$ cat config.mk
export PLATFORM = sky130hd
export DESIGN_NAME = fir_tap_scheduler
export DESIGN_NICKNAME = d
export VERILOG_FILES = /design/src/rtl/fir_tap_scheduler.sv
export SDC_FILE = /design/constraint.sdc
export NUM_CORES = 1
export LEC_CHECK = 0
export CAP_MARGIN = 20
export CORE_MARGIN = 3
export CORE_UTILIZATION = 27
export CTS_CLUSTER_SIZE = 12
export DETAILED_ROUTE_END_ITERATION = 6
export GPL_ROUTABILITY_DRIVEN = 0
export PLACE_DENSITY = 0.42
export SLEW_MARGIN = 20
export SYNTH_ARGS = -nofsm -noshare
export SYNTH_HDL_FRONTEND = slang
export SYNTH_SLANG_ARGS = --single-unit
$ cat constraint.sdc
create_clock -name clk -period 3.1 [get_ports clk]
set_input_delay 0.62 -clock clk [delete_from_list [all_inputs] [get_ports clk]]
set_output_delay 0.62 -clock clk [all_outputs]
set_load 0.01 [all_outputs]
$ cat src/rtl/fir_tap_scheduler.sv
`default_nettype none
// ============================================================================
// Module   : fir_tap_scheduler
// Purpose  : Sequences one shared MAC over all FIR taps using a circular delay
//            line. Optional macro FIR_SCHED_OVERRUN_CNT_EN adds overrunCount.
// Revision : 1.0  initial release
// ============================================================================
module fir_tap_scheduler #(
    parameter int NTaps      = 8,
    parameter int AddrWidth  = $clog2(NTaps),
    parameter int MacLatency = 2
) (
    input  logic                 clk,
    input  logic                 reset,
    input  logic                 start,
    input  logic                 lock,
    output logic                 busy,
    output logic                 sampleWe,
    output logic [AddrWidth-1:0] sampleAddr,
    output logic [AddrWidth-1:0] coeffAddr,
    output logic                 macEn,
    output logic                 macClear,
    output logic                 done,
    output logic                 overrun
`ifdef FIR_SCHED_OVERRUN_CNT_EN
    ,
    output logic [7:0]           overrunCount
`endif
);

    localparam int CNT_MAX   = (NTaps > MacLatency) ? NTaps : MacLatency;
    localparam int CNT_WIDTH = $clog2(CNT_MAX + 1);

    localparam logic [CNT_WIDTH-1:0] LAST_TAP   = CNT_WIDTH'(NTaps - 1);
    localparam logic [CNT_WIDTH-1:0] LAST_DRAIN = CNT_WIDTH'((MacLatency > 0) ? MacLatency - 1 : 0);
    localparam logic [AddrWidth-1:0] LAST_ADDR  = AddrWidth'(NTaps - 1);

    localparam logic [2:0] ST_IDLE  = 3'd0;
    localparam logic [2:0] ST_WRITE = 3'd1;
    localparam logic [2:0] ST_RUN   = 3'd2;
    localparam logic [2:0] ST_DRAIN = 3'd3;
    localparam logic [2:0] ST_DONE  = 3'd4;

    logic [2:0]           state;
    logic [AddrWidth-1:0] wr_ptr;
    logic [AddrWidth-1:0] rd_ptr;
    logic [CNT_WIDTH-1:0] cnt;
    logic                 pending;
    logic                 accept;
    logic                 drop;

    // A start is only taken when idle with nothing queued; anything else is lost.
    assign accept = start && (state == ST_IDLE) && !pending;
    assign drop   = start && !accept;

    always_ff @(posedge clk) begin
        if (reset) begin
            state   <= ST_IDLE;
            wr_ptr  <= '0;
            rd_ptr  <= '0;
            cnt     <= '0;
            pending <= 1'b0;
            overrun <= 1'b0;
        end else begin
            if (drop) begin
                overrun <= 1'b1;
            end
            case (state)
                ST_IDLE: begin
                    if (!lock && (pending || accept)) begin
                        pending <= 1'b0;
                        state   <= ST_WRITE;
                    end else if (accept) begin
                        pending <= 1'b1;
                    end
                end
                ST_WRITE: begin
                    cnt    <= '0;
                    rd_ptr <= wr_ptr;
                    state  <= ST_RUN;
                end
                ST_RUN: begin
                    if (cnt == LAST_TAP) begin
                        cnt   <= '0;
                        state <= (MacLatency == 0) ? ST_DONE : ST_DRAIN;
                    end else begin
                        cnt    <= cnt + 1'b1;
                        // Explicit wrap so non-power-of-two tap counts stay in range.
                        rd_ptr <= (rd_ptr == '0) ? LAST_ADDR : rd_ptr - 1'b1;
                    end
                end
                ST_DRAIN: begin
                    if (cnt == LAST_DRAIN) begin
                        state <= ST_DONE;
                    end else begin
                        cnt <= cnt + 1'b1;
                    end
                end
                ST_DONE: begin
                    wr_ptr <= (wr_ptr == LAST_ADDR) ? '0 : wr_ptr + 1'b1;
                    state  <= ST_IDLE;
                end
                default: state <= ST_IDLE;
            endcase
        end
    end

`ifdef FIR_SCHED_OVERRUN_CNT_EN
    always_ff @(posedge clk) begin
        if (reset) begin
            overrunCount <= '0;
        end else if (drop && (overrunCount != 8'hFF)) begin
            overrunCount <= overrunCount + 8'd1;
        end
    end
`endif

    always_comb begin
        busy       = (state != ST_IDLE) || pending;
        sampleWe   = (state == ST_WRITE);
        macEn      = (state == ST_RUN);
        macClear   = (state == ST_RUN) && (cnt == '0);
        done       = (state == ST_DONE);
        sampleAddr = '0;
        coeffAddr  = '0;
        if (state == ST_WRITE) begin
            sampleAddr = wr_ptr;
        end else if (state == ST_RUN) begin
            sampleAddr = rd_ptr;
            coeffAddr  = cnt[AddrWidth-1:0];
        end
    end

endmodule
`default_nettype wire

==> results by group, run 1 <==
Synthesis
  – Post-synth top flop: dfxtp_1
  – Count leader, synth: dfxtp_1
  – YS warnings: 0
  – Syn_area_per_cell: 8.95 um^2
  – Area leader, netlist: dfxtp_1
  – Post-synthesis register bit count: 15
  – Async set-reset flop share out of synthesis: 0%
  – Top post-synthesis cells by area: dfxtp_1 32%, ha_1 9.3%, mux2i_1 7.5%
  – Area share of the largest cell type after synthesis: 32.0%
  – Most common library cells after synthesis: 15 x dfxtp_1, 9 x nor2_1, 8 x inv_1, 7 x ha_1, 7 x mux2i_1
  – EDFF count, synth: 0
  – Post-Syn Area: 940 um^2
  – Cell variety after synth: 37
  – Sequential-to-total area share from yosys stat: 32.0%
  – Mapped Nets: 116
  – Mapped Cells: 105

Finish
  – Area Growth Syn to Fin: 23.4%
  – Layout cells sized above 1: 6.61%
  – Fill cells: 348
  – Final std cells w/o fill: 165
  – Antenna Cells: 0
  – Final #Nets: 133

Worst setup path
  – Family with the most delay on the worst path: simple AND/OR/NAND/NOR gates
  – WP buf/inv: 1
  – Startpoint Class: flip-flop
  – Crit path cell chain: nor3b_1, a22o_1, clkdlybuf4s50_1
  – Slowest CP cell: nor3b_1
  – CP Max Fanout: 17
  – CP required: 2480 ps
  – Type of element capturing the critical path: primary output
  – WP data arrival: 2130 ps
  – Crit Path Class: reg2out
  – Crit path largest cell delay: 600 ps

Clock tree
  – CTS tree: built
  – Root Driver: clkbuf_4
  – H-Tree Depth: 1
  – Hold-fix buffers, CTS: 0
  – Clock sink count: 15
  – Post-cts sizing count: 0
  – Worst skew pair latency: 290 ps
  – Clk pin slew, worst setup/hold paths: 100 ps
  – Post-CTS Repair Setup Buffers: 0
  – TritonCTS Buffers: 3
  – Clk buf depth: 2

Floorplanning
  – Height of the die: 65.0 um
  – Num rows: 20
  – Starting Density: 29.6%
  – Die area: 0.00422 mm^2
  – I/O pin count: 16
  – Die Wd: 65.0 um
  – Core area: 0.00318 mm^2

Drt
  – DR DRC count: 0
  – Via density: 4.89
  – Post-route ant nets: 0
  – Via count: 807
  – DR pass1 iterations: 4
  – Total Wirelength: 2270 um
  – Routed len/inst: 13.8 um
  – DR iter-0 viols: 39

STA
  – RSZ-0062 raised after global routing: false
  – Clock Skews: 8.73 ps
  – Fin crit period: 2750 ps
  – Crit share post-route: 88.8%
  – Worst Max-Slew Pin Slew: 619 ps
  – Final Hold Fails: 0
  – Max Fclk: 363 MHz
  – TNS Setup: 0 ps
  – Endpoints failing setup: 0
  – Slew Viols, Final: 0
  – Slew Limit Headroom: 58.6%

Pwr
  – VDD IR-drop max: 0.000203 V
  – Design Power: 0.412 mW
  – Power per standard cell area: 355 mW/mm^2
  – Leak: 0.402 nW

Placed design
  – DP HPWL: 1640 um
  – Dpl cells: 161
  – IO Port Bufs: 15

Global routing
  – All-Layer GR Usage: 11.9%
  – Overflow after GRT: 0
  – Antenna violations before repair: 0
  – Number of global-route vias before repair: 804
  – Maximum number of pins on one net before global-route repair: 18
  – First-pass GRT wire length: 3910 um

Min path
  – Tightest Hold Check Type: reg2reg

Run status
  – Outcome: complete, no violations

Run
  – Max Cap Viol: 0
==> layout by cell type, fill, tap and decap left out, types with 5 or more instances in the layout <==
| cell | instances |
|---|---|
| ha_1 | 7 |
| clkdlybuf4s50_1 | 15 |
| dfxtp_1 | 15 |
| mux2i_1 | 7 |
| inv_1 | 8 |
| nand2_1 | 5 |
| nor2_1 | 9 |
==> final cells by class <==
| cell class | count | area (um^2) | share of cell area, % |
|---|---|---|---|
| tap | 44 | 55.1 | 4.75 |
| multi-input combinational | 77 | 583 | 50.3 |
| inverter | 8 | 30.0 | 2.59 |
| sequential | 15 | 300 | 25.9 |
| timing repair buffer | 17 | 165 | 14.2 |
| clock buffer | 4 | 26.3 | 2.27 |
==> worst reg2reg max path, stage by stage (launching register included) <==
cell	delay (ps)
dfxtp_1	410
ha_1	280
or4bb_2	670
nand4_1	120
a31oi_1	80
==> report_power, final <==
part	internal [mW]	total (mW)	switching (mW)
clock network	0.0500	0.117	0.0673
registers	0.200	0.207	0.00745
logic	0.0423	0.0877	0.0455
==> per-layer routing <==
| layer | share of wire [%] | global-route usage [%] | vias to the layer above |
|---|---|---|---|
| met5 | 0 | 0 | - |
| li1 | - | - | 420 |
| met3 | 2.9 | 3.81 | 2 |
| met2 | 49 | 19.7 | 8 |
| met4 | 0.79 | 2.37 | 0 |
| met1 | 47 | 15.2 | 377 |
==> path summary, 6_finish.rpt <==
check | from | to | slack, ps | cells after the start
worst max-delay path | state[2] | sampleAddr[0] | 350 | 3
worst min-delay path | overrun | overrun | 480 | 2
worst max register to register | cnt[0] | cnt[3] | 1420 | 4
worst min register to register | overrun | overrun | 480 | 2
==> metrics by stage <==
stage | cell area (um^2) | hold WS (ps) | util [%] | worst slack (ps)
CTS | 1160 | 487 | 36.5 | 292
global route | 1160 | 497 | 36.5 | 195
floorplan | 940 | 447 | - | 1130
finish | 1160 | 478 | 36.5 | 348
global placement | 1130 | 456 | 35.7 | 642
detailed placement | 1130 | 461 | 35.7 | 635
==> registers in the layout, summed over array words and instances (netlist names) <==
signal	count
state	3
cnt	4
pending	1
wr_ptr	3
overrun	1
rd_ptr	3
==> logic make-up after synthesis <==
group,Yosys count,synth area share [%]
AO/OA/AOI/OAI,21,16.4
XOR/XNOR,1,0.932
adder cells (fa/ha/maj),7,9.32
buffers and inverters,13,5.99
flip-flops,15,32.0
multiplexers,7,7.46
AND/OR/NAND/NOR,41,28.0
Note: power is estimated with default switching activity, not from simulation.
==> run 2: changes to the inputs <==
CTS_CLUSTER_DIAMETER = 30   (was unset)
DONT_BUFFER_PORTS = 1   (was unset)
HOLD_SLACK_MARGIN = 0.02   (was unset)
PLACE_DENSITY = 0.36   (was 0.42)
==> results by group, run 2 (synthesis results as in run 1) <==
Global routing
  – Maximum number of pins on one net before global-route repair: 18 (unchanged)
  – Antenna violations before repair: 0 (unchanged)
  – Overflow after GRT: 0 (unchanged)
  – First-pass GRT wire length: 3680 um (was 3910 um)
  – Number of global-route vias before repair: 770 (was 804)
  – All-Layer GR Usage: 11.3% (was 11.9%)

STA
  – Clock Skews: 0.445 ps (was 8.73 ps)
  – Slew Limit Headroom: 62.2% (was 58.6%)
  – Hold WS: 391 ps (was 478 ps)
  – TNS Setup: 0 ps (unchanged)
  – Max Fclk: 442 MHz (was 363 MHz)
  – RSZ-0062 raised after global routing: false (unchanged)
  – Slew Viols, Final: 0 (unchanged)
  – Final Hold Fails: 0 (unchanged)
  – Crit share post-route: 72.9% (was 88.8%)
  – Worst Max-Slew Pin Slew: 564 ps (was 619 ps)
  – Endpoints failing setup: 0 (unchanged)
  – Fin crit period: 2260 ps (was 2750 ps)

Worst setup path
  – RR Startpoint: cnt[0] (unchanged)
  – Crit path from: state[1] (was state[2])
  – CP required: 2480 ps (about the same)
  – Startpoint Class: flip-flop (unchanged)
  – Critical Path End: macClear (was sampleAddr[0])
  – R2r worst-path depth: 4 (unchanged)
  – WP data arrival: 1640 ps (was 2130 ps)
  – RR Endpoint: cnt[3] (unchanged)
  – CP Max Fanout: 15 (was 17)
  – Crit Path Class: reg2out (unchanged)
  – Type of element capturing the critical path: primary output (unchanged)
  – R2r setup slk: 1440 ps (was 1420 ps)

Clock tree
  – Clk buf depth: 2 (unchanged)
  – CTS tree: built (unchanged)
  – Post-cts sizing count: 0 (unchanged)
  – Clk pin slew, worst setup/hold paths: 100 ps (about the same)
  – Root Driver: clkbuf_4 (unchanged)
  – H-Tree Depth: 1 (unchanged)
  – Post-CTS Repair Setup Buffers: 0 (unchanged)
  – TritonCTS Buffers: 3 (unchanged)
  – Worst skew pair latency: 280 ps (was 290 ps)
  – Hold-fix buffers, CTS: 0 (unchanged)
  – Clock sink count: 15 (unchanged)

Min path
  – Tightest Hold Check Type: in2reg (was reg2reg)

Floorplanning
  – Starting Density: 29.6% (unchanged)
  – Height of the die: 65.0 um (unchanged)
  – Die Wd: 65.0 um (unchanged)
  – Num rows: 20 (unchanged)
  – Die area: 0.00422 mm^2 (unchanged)
  – I/O pin count: 16 (unchanged)
  – Core area: 0.00318 mm^2 (unchanged)

Finish
  – Max FFs per register: 4 (unchanged)
  – Area Growth Syn to Fin: 7.46% (was 23.4%)
  – Commonest non-fill, non-tap cell in the layout: dfxtp_1
  – Largest Register: cnt (unchanged)
  – Layout cells sized above 1: 7.55% (was 6.61%)
  – Antenna Cells: 0 (unchanged)
  – Core Util, Final: 31.8% (was 36.5%)
  – Area taken by multi-input logic gates: 583 um^2 (unchanged)
  – Most frequent cells in the layout: 15 x dfxtp_1, 9 x nor2_1, 8 x inv_1 (was 15 x dfxtp_1, 15 x clkdlybuf4s50_1, 9 x nor2_1)
  – Final #Nets: 118 (was 133)
  – Register area: 300 um^2 (unchanged)
  – Fill cells: 343 (was 348)
  – Final std cells w/o fill: 150 (was 165)

Pwr
  – VDD IR-drop max: 0.000208 V (was 0.000203 V)
  – Power per standard cell area: 389 mW/mm^2 (was 355 mW/mm^2)
  – Leak: 0.349 nW (was 0.402 nW)
  – Design Power: 0.392 mW (was 0.412 mW)

Drt
  – DR pass1 iterations: 4 (unchanged)
  – Total Wirelength: 2210 um (was 2270 um)
  – Post-route ant nets: 0 (unchanged)
  – Routed len/inst: 14.7 um (was 13.8 um)
  – Via count: 776 (was 807)
  – Via density: 5.17 (was 4.89)
  – DR DRC count: 0 (unchanged)
  – DR iter-0 viols: 26 (was 39)

Run status
  – Outcome: complete, no violations (unchanged)

Run
  – Max Cap Viol: 0 (unchanged)

Placed design
  – DP HPWL: 1550 um (was 1640 um)
  – IO Port Bufs: 0 (was 15)
  – Dpl cells: 146 (was 161)
## run 2: final cells by class
| type | instances | share of cell area, % |
|---|---|---|
| Tap cell | 44 | 5.45 |
| Inverter | 8 | 2.97 |
| Multi-Input combinational cell | 77 | 57.7 |
| Timing Repair Buffer | 2 | 1.49 |
| Clock buffer | 4 | 2.60 |
| Sequential cell | 15 | 29.7 |
## run 2: how the worst min path moves through the flow
stage,start,endpoint,slack [ps],cells after the start
final,reset,overrun,390,1
after floorplan,rd_ptr[1],rd_ptr[1],450,2
after detailed placement,rd_ptr[1],rd_ptr[1],470,2
after CTS,reset,overrun,380,1
after global placement,rd_ptr[1],rd_ptr[1],470,2
after global routing,reset,wr_ptr[1],370,1
## run 2: worst max-delay path, cell delays in order, from the launching register on
cell and delay (ps):
dfxtp_1 650, nor3b_1 250, buf_4 220, and3_1 230
## run 2: per-layer routing
layer	global-route usage (%)	vias to the layer above	wire length [um]
met2	18.3	12	1050
met3	3.81	2	90
met5	0	-	0
li1	-	391	-
met1	14.4	371	1060
met4	2.64	0	12
## run 2: stage by stage
stage,cell area (um^2),worst slack (ps)
after floorplan,940,1130
after global placement,983,1190
after detailed placement,983,1150
after CTS,1010,822
after global routing,1010,677
final,1010,840
## run 2: power by group
part | total [mW] | switching (mW) | internal [mW]
registers | 0.215 | 0.0149 | 0.200
logic | 0.0589 | 0.0325 | 0.0264
clock network | 0.119 | 0.0690 | 0.0499
